$ cat src/rtl/pe_frame_loader.sv
// Packs a valid/ready RGB pixel stream into flat frame buses for pe.
// Computes per-channel means, launches background removal and runs the done/ack handshake.
module pe_frame_loader #(
    parameter int NUM_PIXELS = 4,
    parameter int LOG2_PIX   = 2
) (
    input  logic                    Clk,
    input  logic                    Reset,
    input  logic                    In_Valid,
    output logic                    In_Ready,
    input  logic [7:0]              In_R,
    input  logic [7:0]              In_G,
    input  logic [7:0]              In_B,
    input  logic                    In_Last,
    output logic [8*NUM_PIXELS-1:0] Red_Pix,
    output logic [8*NUM_PIXELS-1:0] Green_Pix,
    output logic [8*NUM_PIXELS-1:0] Blue_Pix,
    output logic [7:0]              Red_Exp,
    output logic [7:0]              Green_Exp,
    output logic [7:0]              Blue_Exp,
    output logic                    Start_Bg,
    input  logic                    Pe_Done,
    output logic                    Ack,
    output logic                    Frame_Err,
    output logic [15:0]             Frame_Count
);

    localparam int SUM_W = 8 + LOG2_PIX;

    localparam logic [1:0] FILL  = 2'd0;
    localparam logic [1:0] ISSUE = 2'd1;
    localparam logic [1:0] WAIT  = 2'd2;
    localparam logic [1:0] ACK   = 2'd3;

    logic [1:0]              r_state;
    logic [LOG2_PIX-1:0]     r_idx;
    logic [SUM_W-1:0]        r_sumR;
    logic [SUM_W-1:0]        r_sumG;
    logic [SUM_W-1:0]        r_sumB;
    logic [8*NUM_PIXELS-1:0] r_redPix;
    logic [8*NUM_PIXELS-1:0] r_greenPix;
    logic [8*NUM_PIXELS-1:0] r_bluePix;
    logic [7:0]              r_redExp;
    logic [7:0]              r_greenExp;
    logic [7:0]              r_blueExp;
    logic                    r_inReady;
    logic                    r_startBg;
    logic                    r_ack;
    logic                    r_frameErr;
    logic [15:0]             r_frameCount;

    logic                    w_accept;
    logic                    w_lastSlot;
    logic [LOG2_PIX+2:0]     w_bitBase;
    logic [SUM_W-1:0]        w_sumRNext;
    logic [SUM_W-1:0]        w_sumGNext;
    logic [SUM_W-1:0]        w_sumBNext;

    assign w_accept   = In_Valid & r_inReady;
    assign w_lastSlot = (r_idx == LOG2_PIX'(NUM_PIXELS - 1));
    assign w_bitBase  = {r_idx, 3'b000};
    assign w_sumRNext = r_sumR + SUM_W'(In_R);
    assign w_sumGNext = r_sumG + SUM_W'(In_G);
    assign w_sumBNext = r_sumB + SUM_W'(In_B);

    always_ff @(posedge Clk) begin
        if (!Reset) begin
            r_state      <= FILL;
            r_idx        <= '0;
            r_sumR       <= '0;
            r_sumG       <= '0;
            r_sumB       <= '0;
            r_redPix     <= '0;
            r_greenPix   <= '0;
            r_bluePix    <= '0;
            r_redExp     <= '0;
            r_greenExp   <= '0;
            r_blueExp    <= '0;
            r_inReady    <= 1'b0;
            r_startBg    <= 1'b0;
            r_ack        <= 1'b0;
            r_frameErr   <= 1'b0;
            r_frameCount <= '0;
        end else begin
            r_startBg <= 1'b0;
            case (r_state)
                FILL: begin
                    r_inReady <= 1'b1;
                    if (w_accept) begin
                        r_redPix[w_bitBase +: 8]   <= In_R;
                        r_greenPix[w_bitBase +: 8] <= In_G;
                        r_bluePix[w_bitBase +: 8]  <= In_B;
                        // A Last flag out of step with the slot index drops the frame.
                        if (In_Last != w_lastSlot) begin
                            r_frameErr <= 1'b1;
                            r_idx      <= '0;
                            r_sumR     <= '0;
                            r_sumG     <= '0;
                            r_sumB     <= '0;
                        end else if (w_lastSlot) begin
                            r_state    <= ISSUE;
                            r_inReady  <= 1'b0;
                            r_startBg  <= 1'b1;
                            r_redExp   <= w_sumRNext[LOG2_PIX +: 8];
                            r_greenExp <= w_sumGNext[LOG2_PIX +: 8];
                            r_blueExp  <= w_sumBNext[LOG2_PIX +: 8];
                        end else begin
                            r_idx  <= r_idx + 1'b1;
                            r_sumR <= w_sumRNext;
                            r_sumG <= w_sumGNext;
                            r_sumB <= w_sumBNext;
                        end
                    end
                end
                ISSUE: begin
                    r_state <= WAIT;
                end
                WAIT: begin
                    if (Pe_Done) begin
                        r_state <= ACK;
                        r_ack   <= 1'b1;
                    end
                end
                ACK: begin
                    if (!Pe_Done) begin
                        r_ack        <= 1'b0;
                        r_frameCount <= r_frameCount + 16'd1;
                        r_idx        <= '0;
                        r_sumR       <= '0;
                        r_sumG       <= '0;
                        r_sumB       <= '0;
                        r_state      <= FILL;
                        r_inReady    <= 1'b1;
                    end
                end
                default: begin
                    r_state <= FILL;
                end
            endcase
        end
    end

    assign In_Ready    = r_inReady;
    assign Red_Pix     = r_redPix;
    assign Green_Pix   = r_greenPix;
    assign Blue_Pix    = r_bluePix;
    assign Red_Exp     = r_redExp;
    assign Green_Exp   = r_greenExp;
    assign Blue_Exp    = r_blueExp;
    assign Start_Bg    = r_startBg;
    assign Ack         = r_ack;
    assign Frame_Err   = r_frameErr;
    assign Frame_Count = r_frameCount;

endmodule

$ cat config.mk
export PLATFORM = sky130hd
export DESIGN_NAME = pe_frame_loader
export DESIGN_NICKNAME = d
export VERILOG_FILES = /design/src/rtl/pe_frame_loader.sv
export SDC_FILE = /design/constraint.sdc
export NUM_CORES = 1
export LEC_CHECK = 0
export CELL_PAD_IN_SITES_DETAIL_PLACEMENT = 0
export CELL_PAD_IN_SITES_GLOBAL_PLACEMENT = 1
export CORE_MARGIN = 2
export CORE_UTILIZATION = 30
export DETAILED_ROUTE_END_ITERATION = 6
export GPL_TIMING_DRIVEN = 0
export PLACE_DENSITY = 0.67
export SLEW_MARGIN = 30
export SYNTH_ARGS = -nofsm -noshare
export SYNTH_HDL_FRONTEND = slang
export SYNTH_SLANG_ARGS = --single-unit
$ cat constraint.sdc
create_clock -name Clk -period 4.76 [get_ports Clk]
set_input_delay 1.19 -clock Clk [delete_from_list [all_inputs] [get_ports Clk]]
set_output_delay 1.19 -clock Clk [all_outputs]
set_load 0.005 [all_outputs]
==> flow_summary.yaml, run 1 <==
worst_hold_path:
  holdPathStages: 2
  hp-class: "reg2reg"
  hp-start: "Green_Pix[15]$_SDFFE_PN0P_"
synthesis:
  synth_nets: 992
  async_flop_share_pct: 0
  ys_ff_latch: 174
  synth.avg_cell_area_um2: 8.28
  yosys.cell_types.count: 50
  syn_area_um2: 7660
  synth_cells: 925
  synth_edf_count: 0
  synth_warnings: 0
  seq_area_frac_synth_pct: 45.5
  synth-main-ff-cell: "dfxtp_1"
floorplan:
  fp.dieH_um: 164
  rows: 58
  placeableCoreArea_um2: 25100
  die_area_um2: 26800
  die_w_um: 164
  start_util_pct: 30.5
  ios: 169
clocking:
  cts_tree: "yes"
  clk_latency_ns: 0.43
  ctsResizeCount: 0
  clockBufferDepth: 2
  cts_setup_buffers: 0
  cts_hold_buf: 0
  cts_sinks: 174
  cts_root_buf: "clkbuf_16"
  htree_levels: 4
  cts_buffers: 17
  path_clk_slew_ns: 0.07
sta:
  whs_ns: 0.449
  tightest_slew_ns: 0.945
  post-route-min-period_ns: 3.37
  final-hold-violation-count: 0
  slew_viol_final: 0
  setup_violations: 0
  rsz0062_at_grt: "false"
  worst_slack_ns: 1.39
  finClkSkew_ns: 0.0103
  period_share_pct: 70.8
  max_slew_margin_pct: 36.8
  finalSetupTns_ns: 0
  clock.fmax_ghz: 0.297
final_layout:
  final_core_utilization_pct: 41.1
  antenna_cells: 0
  drive_gt1_share_pct: 4.80
  postLayoutCellArea_um2: 10300
  nNetsFinal: 1179
  fillers: 2621
  area_growth_pct: 34.7
  layout.cells.non_filler: 1454
critical_path:
  r2r-start: "r_idx[0]$_SDFFE_PN0P_"
  path_delay_family: "compound AO/OA/AOI/OAI gates"
  cp.required_ns: 5.04
  crit_path_max_fanout: 5
  cp_slowest_cell: "clkdlybuf4s50_1"
  worstPathArrival_ns: 3.65
  endpoint_kind: "flip-flop"
  cp-start-kind: "primary input"
  path_class: "in2reg"
  critPathMaxStageDelay_ns: 0.66
  cp.buffers_inverters: 2
  crit_start: "In_G[0]"
  crit_path_cell_trace: "clkdlybuf4s50_1 -> ha_1 -> inv_1 -> fa_1 -> nand2b_1 -> a211oi_1 -> o21ai_0 -> nand3b_1 -> a21oi_1"
  ff2ff_path_depth: 8
  path_depth: 9
placement:
  dpl_cell_area_um2: 9760
  placedCellCount: 1423
  dp_hpwl_um: 18900
  place_congestion: 0.841
  port_buffers: 168
  dp_slack_ns: 0.967
global_routing:
  grt-ovfl-total: 0
  antenna_found_initial: 0
  grt_pass1_vias: 6883
  grt_util_all_layers_pct: 19.2
  grt_pass1_wl_um: 39600
  grt_max_degree: 17
run_status:
  outcome: "finished clean"
pwr:
  max-vdd-ir-drop_v: 0.000155
  leakagePower_nw: 3.55
  p_per_area_nw_per_um2: 302
  p_total_mw: 3.12
detailed_routing:
  routedWlPerCell_um: 17.6
  drcViolationCount: 0
  drtIter0Drc: 439
  vias: 7200
  via_per_inst: 4.95
  drtAntennaViolNets: 0
  first_pass_iters: 5
  wl_um: 25600
job:
  drv_cap: 0
## synthesized netlist by cell type (all sizes together) (3+ instances only)
| master | count | area [µm²] |
|---|---|---|
| and2 | 10 | 62.6 |
| xnor2 | 16 | 140 |
| fa | 3 | 60.1 |
| nand3 | 125 | 631 |
| a2bb2oi | 3 | 26.3 |
| a311o | 3 | 30.0 |
| clkbuf | 45 | 169 |
| nand2b | 3 | 18.8 |
| o21ai | 25 | 125 |
| nand4 | 14 | 87.6 |
| a31o | 5 | 43.8 |
| a211oi | 7 | 52.6 |
| or3 | 9 | 56.3 |
| nor3 | 8 | 40.0 |
| mux2i | 3 | 30.0 |
| a31oi | 4 | 25.0 |
| a21oi | 125 | 626 |
| a22oi | 11 | 82.6 |
| nand3b | 3 | 22.5 |
| inv | 19 | 71.3 |
| a21o | 9 | 67.6 |
| xor2 | 14 | 123 |
| or4 | 5 | 41.3 |
| nor3b | 3 | 22.5 |
| nor2 | 50 | 188 |
| o211ai | 12 | 90.1 |
| and3 | 9 | 57.6 |
| buf | 17 | 92.6 |
| dfxtp | 174 | 3480 |
| nand2 | 141 | 529 |
| ha | 35 | 438 |
## layout make-up
type / count / area (µm²) / area share (%)
well taps: 330 / 413 / 4.00
plain buffers: 63 / 270 / 2.62
flip-flops and latches: 174 / 3480 / 33.8
clock buffers: 20 / 447 / 4.33
multi-input cells: 669 / 3840 / 37.3
clock inverters: 11 / 109 / 1.05
repair buffers: 168 / 1680 / 16.3
inverters: 19 / 71.3 / 0.691
## report_power, final
group / leakage, nW / switching [mW] / internal, mW / total, mW
logic: 1.89 / 0.173 / 0.100 / 0.273
registers: 1.41 / 0.0121 / 1.47 / 1.49
clock network: 0.260 / 0.618 / 0.739 / 1.36
total: 3.55 / 0.803 / 2.31 / 3.12
## worst min-delay path, cell delays in order (launching register included)
cell,delay (ns)
dfxtp_1,0.31
nand2_1,0.05
a21oi_1,0.05
## path summary, 6_finish.rpt
check                                to  slack (ns)
max           Green_Exp[6]$_SDFFE_PN0P_        1.39
min reg2reg  Green_Pix[15]$_SDFFE_PN0P_        0.45
min          Green_Pix[15]$_SDFFE_PN0P_        0.45
max reg2reg    Blue_Exp[2]$_SDFFE_PN0P_        2.05
## flip-flops by register name, summed over array words and instances, names as in the netlist
register     flops
Red_Exp          8
Green_Pix       32
Start_Bg         1
r_sumR          10
Ack              1
Blue_Pix        32
r_state          2
r_idx            2
r_sumB          10
Blue_Exp         8
Frame_Count     16
Frame_Err        1
Red_Pix         32
In_Ready         1
Green_Exp        8
r_sumG          10
## cell families after synthesis
| family | Yosys count | share of synthesized area, % |
|---|---|---|
| AND/OR/NAND/NOR | 386 | 23.6 |
| AO/OA/AOI/OAI | 212 | 16.2 |
| flip-flops | 174 | 45.5 |
| XOR/XNOR | 30 | 3.43 |
| adder cells (fa/ha/maj) | 38 | 6.50 |
| multiplexers | 3 | 0.392 |
| buffers and inverters | 82 | 4.46 |
## routing by layer
metal | track usage [%] | vias up | wire length, µm
li1 | - | 3610 | -
met4 | 5.66 | 0 | 486
met1 | 25.6 | 3374 | 11900
met2 | 31.1 | 189 | 11800
met5 | 0 | - | 0
met3 | 4.34 | 27 | 1460
## cell usage in the layout (no fill, tap or decap), types with 4 or more instances in the layout
master	Yosys	final
dfxtp_1	174	174
clkdlybuf4s50_1	0	168
nand2_1	141	141
a21oi_1	125	125
nand3_1	124	124
nor2_1	50	50
clkbuf_1	45	47
ha_1	35	35
o21ai_0	25	25
inv_1	19	19
clkbuf_16	0	17
xnor2_1	16	16
nand4_1	14	14
xor2_1	14	14
o211ai_1	12	12
buf_2	11	11
a22oi_1	11	11
and2_1	10	10
a21o_1	9	9
or3_1	9	9
nor3_1	8	8
and3_1	8	8
a211oi_1	7	7
a31o_2	5	5
a31oi_1	4	4
or4_1	4	4
inv_6	0	4
clkinvlp_4	0	4
No activity file was read; power rests on OpenSTA's default activity.
==> run 2, diff against run 1 <==
- clock period: 4.76 -> 3.3 ns (I/O delays scaled with it)
==> results of run 2 <==
Same layout as run 1 (identical final DEF). Status: finished clean.
Among the figures that moved: setup slack after placement 0.967 ns -> -0.128 ns; setup slack after layout 1.39 ns -> 0.296 ns; register-to-register setup slack 2.05 ns -> 0.59 ns; total power 3.12 mW -> 4.49 mW; worst IR drop on VDD 0.000155 V -> 0.000224 V
==> run 3, diff against run 2 <==
- CTS_BUF_LIST: not set -> sky130_fd_sc_hd__clkbuf_4
==> run 3 against run 2 <==
Compared with the run above: die area is the same; clock-buffer cell count fell by 1; register-to-register slack is essentially flat; utilization decreased by 1.2 points; wire length shrank 0.71%; flip-flop and latch count unchanged; cell count increased by 0.14%; maximum frequency up 6.5%; worst hold slack improved by 0.010 ns; combinational power about the same; critical path type unchanged; largest power group unchanged.
==> flow_summary.yaml, run 3 (synthesis gave the netlist of run 1 again) <==
sta:
  setup_violations: 0
  final-hold-violation-count: 0
  post-route-min-period_ns: 2.82
  clock.fmax_ghz: 0.355
  worst_slack_ns: 0.480
  period_share_pct: 85.4
  finClkSkew_ns: 0.0286
  slew_viol_final: 0
  rsz0062_at_grt: "false"
  max_slew_margin_pct: 36.3
  whs_ns: 0.459
  tightest_slew_ns: 0.954
global_routing:
  grt_pass1_wl_um: 39400
  antenna_found_initial: 1
  grt_pass1_vias: 6905
  grt_max_degree: 17
  grt-ovfl-total: 0
  grt_util_all_layers_pct: 19.1
placement:
  dp_slack_ns: -0.128
  port_buffers: 168
  place_congestion: 0.841
  dp_hpwl_um: 18900
  placedCellCount: 1423
  dpl_cell_area_um2: 9760
final_layout:
  final_core_utilization_pct: 39.9
  nNetsFinal: 1179
  layout_commonest_cell: "dfxtp_1"
  layout.cells.non_filler: 1456
  postLayoutCellArea_um2: 10000
  drive_gt1_share_pct: 4.89
  area_growth_pct: 30.9
  layout_common_cells: "dfxtp_1, clkdlybuf4s50_1, nand2_1"
floorplan:
  die_area_um2: 26800
  die_w_um: 164
  placeableCoreArea_um2: 25100
  start_util_pct: 30.5
  fp.dieH_um: 164
  rows: 58
  ios: 169
clocking:
  path_clk_slew_ns: 0.15
  cts_hold_buf: 0
  cts_tree: "yes"
  clockBufferDepth: 2
  ctsResizeCount: 0
  cts_sinks: 174
  cts_setup_buffers: 0
  cts_buffers: 17
  clk_latency_ns: 0.60
  cts_root_buf: "clkbuf_4"
  htree_levels: 4
pwr:
  p_per_area_nw_per_um2: 372
  leakagePower_nw: 3.42
  max-vdd-ir-drop_v: 0.000178
critical_path:
  rr_endpoint: "r_sumR[5]$_SDFFE_PN0P_"
  ff2ff_path_depth: 5
  cp.required_ns: 3.82
  crit_path_max_fanout: 5
  path_class: "in2reg"
  worstPathArrival_ns: 3.34
  cp-start-kind: "primary input"
  r2r-start: "r_idx[0]$_SDFFE_PN0P_"
  endpoint_kind: "flip-flop"
  rrSetupSlack_ns: 0.59
detailed_routing:
  via_per_inst: 4.93
  drtAntennaViolNets: 0
  wl_um: 25400
  first_pass_iters: 5
  routedWlPerCell_um: 17.5
  drcViolationCount: 0
  vias: 7175
  drtIter0Drc: 459
worst_hold_path:
  hp-class: "reg2reg"
  hold-path-endpoint: "Green_Pix[15]$_SDFFE_PN0P_"
  holdPathStages: 2
  hp-start: "Green_Pix[15]$_SDFFE_PN0P_"
job:
  drv_cap: 0
run_status:
  outcome: "finished clean"
## run 3: changes by cell type in the layout (fill, tap and decap cells not counted), sizes merged
cell	delta
diode	+2
clkinv	+1
clkbuf	-1
## run 3: worst max path at each step
stage | slack, ns | to | cells past startpoint | from
floorplan | 0.86 | r_sumG[8]$_SDFFE_PN0P_ | 5 | In_Last
global placement | -0.38 | r_sumR[6]$_SDFFE_PN0P_ | 5 | In_Last
detailed placement | -0.13 | Green_Exp[6]$_SDFFE_PN0P_ | 9 | In_G[0]
CTS | 0.52 | Green_Exp[6]$_SDFFE_PN0P_ | 9 | In_G[0]
global route | 0.33 | Green_Exp[6]$_SDFFE_PN0P_ | 9 | In_G[0]
finish | 0.48 | Green_Exp[6]$_SDFFE_PN0P_ | 9 | In_G[0]
## run 3: layer usage
metal / vias up / global-route usage (%) / part of all wire [%] / routed length (µm)
met5: - / 0 / 0 / 0
met4: 0 / 6.06 / 2.1 / 535
met1: 3363 / 25.4 / 47 / 11900
li1: 3611 / - / - / -
met3: 26 / 4.04 / 5.2 / 1320
met2: 175 / 31.0 / 46 / 11700
## run 3: final cells by class
class | count | area, µm²
Timing Repair Buffer | 168 | 1680
Inverter | 19 | 71.3
Multi-Input combinational cell | 669 | 3840
Fill cell | 2663 | 15100
Clock buffer | 19 | 143
Clock inverter | 12 | 113
Buffer | 63 | 270
Antenna cell | 2 | 5.00
Tap cell | 330 | 413
Sequential cell | 174 | 3480
## run 3: through the flow
step / total power [mW] / TNS, ns
final: 3.73 / 0
after global routing: 3.89 / 0
after CTS: 3.77 / 0
after detailed placement: 2.59 / -0.128
after global placement: 2.58 / -5.77
after floorplan: 2.40 / 0
## run 3: power by group
group / internal [mW] / switching (mW)
clock: 0.392 / 0.802
combinational: 0.144 / 0.248
sequential: 2.13 / 0.0174
total: 2.66 / 1.07
## run 3: worst max-delay path, stage by stage
cell,delay [ns]
clkdlybuf4s50_1,0.67
ha_1,0.27
inv_1,0.07
fa_1,0.40
nand2b_1,0.18
a211oi_1,0.48
nor3_1,0.09
nand3b_1,0.20
a21oi_1,0.16
